===== config.mk =====
export PLATFORM = sky130hd
export DESIGN_NAME = ps2_key_matrix
export DESIGN_NICKNAME = d
export VERILOG_FILES = /design/src/rtl/ps2_key_matrix.sv
export SDC_FILE = /design/constraint.sdc
export NUM_CORES = 2
export LEC_CHECK = 0
export ABC_CLOCK_PERIOD_IN_PS = 24800
export CORE_ASPECT_RATIO = 1.25
export CORE_MARGIN = 2
export CORE_UTILIZATION = 34
export CTS_CLUSTER_DIAMETER = 200
export DETAILED_ROUTE_END_ITERATION = 16
export PLACE_DENSITY = 0.59
export SLEW_MARGIN = 20
export SYNTH_ARGS = -nofsm -noshare
export SYNTH_HDL_FRONTEND = slang
export SYNTH_SLANG_ARGS = --single-unit
export TNS_END_PERCENT = 20

===== constraint.sdc =====
create_clock -name clk -period 24.8 [get_ports clk]
set_input_delay 6.2 -clock clk [delete_from_list [all_inputs] [get_ports clk]]
set_output_delay 6.2 -clock clk [all_outputs]
set_load 0.005 [all_outputs]

===== src/rtl/ps2_key_matrix.sv =====
// PS/2-to-matrix keypad emulator: decoded PS/2 bytes drive per-slot make/break bits
// through a run-time programmable keymap, presented as a scanned matrix plus switches.
//  state    | meaning
//  CLR      | walking the keymap, writing every entry invalid
//  IDLE     | waiting for a byte, no prefix pending
//  EXT      | E0 seen
//  REL      | F0 seen
//  EXT_REL  | E0 F0 seen
//  SKIP     | discarding the remainder of a pause sequence
//  LOOK     | keymap read in flight, apply make/break
module ps2_key_matrix #(
  parameter int NCOLS   = 5,
  parameter int NROWS   = 4,
  parameter int NSW     = 2,
  parameter int TIMEOUT = 0,
  parameter int NKEYS   = NCOLS * NROWS + NSW,
  parameter int KW      = $clog2(NKEYS)
) (
  input  logic             clk,
  input  logic             reset,
  input  logic [7:0]       kb_data,
  input  logic             kb_valid,
  input  logic             kb_error,
  input  logic             map_we,
  input  logic [8:0]       map_addr,
  input  logic [KW:0]      map_wdata,
  input  logic [NCOLS-1:0] col,
  output logic [NROWS-1:0] row,
  output logic [NSW-1:0]   sw,
  output logic             busy,
  output logic             overrun
);

  localparam logic [2:0] S_CLR     = 3'd0;
  localparam logic [2:0] S_IDLE    = 3'd1;
  localparam logic [2:0] S_EXT     = 3'd2;
  localparam logic [2:0] S_REL     = 3'd3;
  localparam logic [2:0] S_EXT_REL = 3'd4;
  localparam logic [2:0] S_SKIP    = 3'd5;
  localparam logic [2:0] S_LOOK    = 3'd6;

  localparam int NMAT = NCOLS * NROWS;
  localparam int WDW  = (TIMEOUT > 0) ? $clog2(TIMEOUT + 1) : 1;

  logic [2:0]       state;
  logic [8:0]       clr_addr;
  logic [2:0]       skip_cnt;
  logic             rel_q;
  logic [NKEYS-1:0] keys;
  logic             is_ext;
  logic             is_rel;
  logic             wd_fire;

  logic [KW:0]      mem [0:511];
  logic [KW:0]      rd_data;
  logic [8:0]       rd_addr;
  logic             mem_we;
  logic [8:0]       mem_waddr;
  logic [KW:0]      mem_wdata;
  logic             rd_ok;

  assign is_ext = (state == S_EXT) || (state == S_EXT_REL);
  assign is_rel = (state == S_REL) || (state == S_EXT_REL);

  // Host writes are locked out while the clear walk owns the write port.
  assign mem_we    = (state == S_CLR) || map_we;
  assign mem_waddr = (state == S_CLR) ? clr_addr : map_addr;
  assign mem_wdata = (state == S_CLR) ? '0 : map_wdata;
  assign rd_addr   = {is_ext, kb_data};

  // Read-first: a lookup issued alongside a write to the same entry sees the old value.
  always_ff @(posedge clk) begin
    if (mem_we) mem[mem_waddr] <= mem_wdata;
    rd_data <= mem[rd_addr];
  end

  assign rd_ok = rd_data[KW] && (32'(rd_data[KW-1:0]) < NKEYS);

  generate
    if (TIMEOUT > 0) begin : g_wd
      logic [WDW-1:0] wd_cnt;
      always_ff @(posedge clk) begin
        if (reset)                        wd_cnt <= '0;
        else if (kb_valid)                wd_cnt <= '0;
        else if (wd_cnt != WDW'(TIMEOUT)) wd_cnt <= wd_cnt + 1'b1;
      end
      // Fires on the edge the count lands on TIMEOUT, and keeps firing while saturated.
      assign wd_fire = !kb_valid && (wd_cnt >= WDW'(TIMEOUT - 1));
    end else begin : g_no_wd
      assign wd_fire = 1'b0;
    end
  endgenerate

  always_ff @(posedge clk) begin
    if (reset) begin
      state    <= S_CLR;
      clr_addr <= '0;
      skip_cnt <= '0;
      rel_q    <= 1'b0;
      keys     <= '0;
      overrun  <= 1'b0;
    end else begin
      overrun <= 1'b0;
      if (state == S_CLR) begin
        clr_addr <= clr_addr + 9'd1;
        if (clr_addr == 9'd511) state <= S_IDLE;
      end else if (kb_error) begin
        state    <= S_IDLE;
        skip_cnt <= '0;
      end else begin
        case (state)
          S_IDLE, S_EXT, S_REL, S_EXT_REL: begin
            if (kb_valid) begin
              if (kb_data == 8'hE0) begin
                state <= is_rel ? S_EXT_REL : S_EXT;
              end else if (kb_data == 8'hF0) begin
                state <= is_ext ? S_EXT_REL : S_REL;
              end else if (kb_data == 8'hE1 && state == S_IDLE) begin
                state    <= S_SKIP;
                skip_cnt <= 3'd7;
              end else begin
                rel_q <= is_rel;
                state <= S_LOOK;
              end
            end
          end
          S_SKIP: begin
            if (kb_valid) begin
              if (skip_cnt <= 3'd1) begin
                skip_cnt <= '0;
                state    <= S_IDLE;
              end else begin
                skip_cnt <= skip_cnt - 3'd1;
              end
            end
          end
          S_LOOK: begin
            overrun <= kb_valid;
            state   <= S_IDLE;
            for (int k = 0; k < NKEYS; k++) begin
              if (rd_ok && 32'(rd_data[KW-1:0]) == k) keys[k] <= ~rel_q;
            end
          end
          default: state <= S_IDLE;
        endcase
      end
      if (wd_fire) keys <= '0;
    end
  end

  assign busy = (state == S_CLR);
  assign sw   = keys[NMAT +: NSW];

  // Slot k sits at column NCOLS-1-k/NROWS, row k%NROWS.
  always_comb begin
    row = '0;
    for (int c = 0; c < NCOLS; c++) begin
      for (int r = 0; r < NROWS; r++) begin
        row[r] = row[r] | (col[c] & keys[(NCOLS - 1 - c) * NROWS + r]);
      end
    end
  end

endmodule

==> summary.txt <==
GRT
  – Initial antenna violation count: 13
  – Largest net degree at the start of global routing: 241
  – Total gr overflow: 0
  – Vias in the first global route: 63100
  – GRT Resource Usage Total: 18.3%
  – Global-route wire length before repair: 479000 um

Clocking
  – Clk Latency, worst-skew pair: 880 ps
  – CTS Root Cell: clkbuf_16
  – CTS Buf Count: 297
  – Clk pin slew, worst setup/hold paths: 60 ps
  – CTS Sinks: 3117
  – Post-CTS Setup Bufs: 0
  – CTS tree: built
  – Hold Buf Count CTS: 0
  – H-tree depth: 5
  – Post-CTS sizing: 0
  – Max Buffers Root-to-Sink: 4

Timing
  – Final slew viol count: 0
  – Final Worst Setup Slack: 10950 ps
  – Max_slew headroom: 16.4%
  – Minimum clock period: 13850 ps
  – Final setup violation count: 0
  – Final setup TNS: 0 ps
  – Worst-margin pin slew: 1250 ps
  – Max Clock Skew: 50.7 ps
  – RSZ-0062 raised after global routing: no
  – Max Freq: 0.0722 GHz
  – Final hold violation count: 0
  – Final Cycle Share: 55.9%

Floorplanning
  – Io pins: 41
  – Die ar.: 365000 sq um
  – # rows: 246
  – Die height: 675 um
  – Die width: 541 um
  – Initial Utilization: 34.1%
  – Floorplan core area: 359000 sq um

Worst setup path
  – Crit. End Element: output port
  – CP bufs+invs: 2
  – Kind of critical path: input port to output port
  – Crit path launch type: input port
  – Critical Path RT: 18600 ps
  – Critical path's slowest cell: clkdlybuf4s50_1
  – Sequence of cells on the critical path: clkdlybuf4s50_1, a222oi_1, nand2_1, clkdlybuf4s50_1
  – CP Max Fanout: 4
  – Max incr delay on CP: 470 ps
  – Crit-path most repeated cell: clkdlybuf4s50_1
  – Crit-path leading delay family: buffers and inverters
  – Crit path arrival time: 7650 ps

Yosys
  – Syn Std Cell Area: 122000 sq um
  – YS warnings: 0
  – Netlist cell types: 79
  – FF+latch count, synth: 3117
  – Async SR Flop Fraction: 0%
  – Mapped Avg Cell Area: 20.0 sq um
  – Prevailing post-synth register cell: edfxtp_1
  – Syn_nets: 6151
  – Post-Synthesis Cells: 6114
  – EDFF count, synth: 3072
  – Register area share after synthesis: 76.1%

Detailed routing
  – Drt wl/cell: 30.5 um
  – Routed vias/inst: 5.55
  – Routed Antenna Nets: 0
  – Via Count: 61900
  – TritonRoute pass-1 iters: 8
  – WL final: 340000 um
  – DRC Markers: 0
  – DR iter-0 viols: 7415

Placement
  – GPL Wtd Cong: 0.837
  – Dpl cells: 10600
  – Post-DP HPWL: 204000 um
  – IO buf count: 40
  – Worst slack, placed: 10950 ps

Run
  – Max-cap violation count: 0

Pwr
  – VDD IR max: 0.000126 V
  – Final Power: 11700 uW
  – Leak: 0.0440 uW
  – PwrDens: 84.8 nW/um^2

Final layout
  – Fillers: 32100
  – Non-Filler Instances: 11200
  – Layout cells sized above 1: 20.7%
  – Nets: 6251
  – Fin util: 38.3%
  – Synthesis-to-layout area growth: 12.3%

Min path
  – Worst hold-check path type: flip-flop to flip-flop

Run status
  – Outcome: completed
## state kept, by name, summed over array words and instances (netlist names)
name      flops
mem        3072
rd_data       6
skip_cnt      3
clr_addr      9
keys         22
rel_q         1
overrun       1
state         3
## worst register-to-register path, cell delays in order (launching register included)
cell,delay (ps)
dfxtp_1,430
or3_1,430
inv_1,590
a31oi_1,500
nor2_1,1080
nand2_1,710
nor2_1,720
## Yosys cell counts, types with 6 or more instances
cell type / n / share of area (%)
edfxtp_1: 3072 / 75
mux4_2: 667 / 12
nor2_1: 612 / 1.9
mux2i_1: 269 / 2.2
nand2_1: 213 / 0.65
clkbuf_1: 164 / 0.50
a22oi_1: 121 / 0.74
o21ai_0: 87 / 0.36
a21oi_1: 77 / 0.31
buf_2: 77 / 0.31
a221oi_1: 63 / 0.45
buf_4: 59 / 0.36
nand3_1: 55 / 0.22
buf_6: 53 / 0.49
dfxtp_1: 45 / 0.74
a211oi_1: 44 / 0.27
o22ai_1: 39 / 0.20
a31oi_1: 29 / 0.15
mux2_2: 27 / 0.25
nor2b_1: 26 / 0.13
nor3_1: 25 / 0.10
buf_1: 19 / 0.058
mux4_1: 14 / 0.30
nand2b_1: 14 / 0.072
nand3b_1: 14 / 0.086
a22o_1: 12 / 0.086
and2_1: 12 / 0.061
nand4_1: 11 / 0.056
nor4_1: 11 / 0.056
o211ai_1: 11 / 0.067
a2111oi_0: 10 / 0.072
buf_8: 10 / 0.12
o221ai_1: 9 / 0.064
or3_1: 9 / 0.046
a32oi_1: 7 / 0.050
and3_1: 7 / 0.036
clkbuf_4: 7 / 0.043
inv_1: 7 / 0.021
nor3b_1: 7 / 0.043
o22a_1: 6 / 0.043
o31ai_1: 6 / 0.037
## power by group
group	switching (uW)	internal [uW]
registers	18.0	6040
clock network	1980	2580
logic	829	218
total	2820	8840
## stage by stage
step,instance area [sq um],hold slack [ps]
floorplan,122000,445
global placement,128000,457
detailed placement,128000,480
CTS,137000,488
global route,137000,515
finish,137000,485
## final cells by class
type | count | area [sq um] | share of cell area, %
Sequential cell | 3117 | 93100 | 67.8
Inverter | 9 | 41.3 | 0.0300
Timing Repair Buffer | 192 | 1700 | 1.24
Clock buffer | 349 | 7750 | 5.64
Multi-Input combinational cell | 2597 | 27200 | 19.8
Clock inverter | 176 | 1790 | 1.30
Tap cell | 4712 | 5900 | 4.29
Antenna cell | 1 | 2.50 | 0.00182
## worst paths after layout
path,slack [ps],from,cells past startpoint,to
worst max-delay path,10950,col[0],4,row[1]
worst min-delay path,490,keys[15],2,keys[15]
worst max register to register,19930,state[0],6,mem[123][4]
worst min register to register,490,keys[15],2,keys[15]
## metal layers
layer,track usage (%),routed length [um]
met5,0,25
met4,7.63,15800
met3,3.19,26000
met2,31.3,170000
met1,22.9,128000
## placed cells by master (no fill, tap or decap), types with 32 or more instances in the layout
cell type        synthesis  layout
a211oi_1                44      44
a21oi_1                 77      77
a221oi_1                63      62
a22oi_1                121     121
buf_4                   59     142
bufinv_16                0      32
clkbuf_1               164      46
clkbuf_16                0     303
clkdlybuf4s50_1          0      33
clkinv_1                 0      56
clkinv_2                 0      56
dfxtp_1                 45      45
edfxtp_1              3072    3072
mux2i_1                269     269
mux4_2                 667     667
nand2_1                213     197
nand3_1                 55      55
nor2_1                 612     607
o21ai_0                 87      86
o22ai_1                 39      38
## cells by family after synthesis
group	share of synthesized area (%)
AOI/OAI and AO/OA	3.28
xor gates and xnor gates	0.0572
adders and majority gates	0.0409
buffers and inverters	1.95
DFF	76.1
muxes	15.0
and+or+nand+nor	3.57
Note: power is estimated with default switching activity, not from simulation.
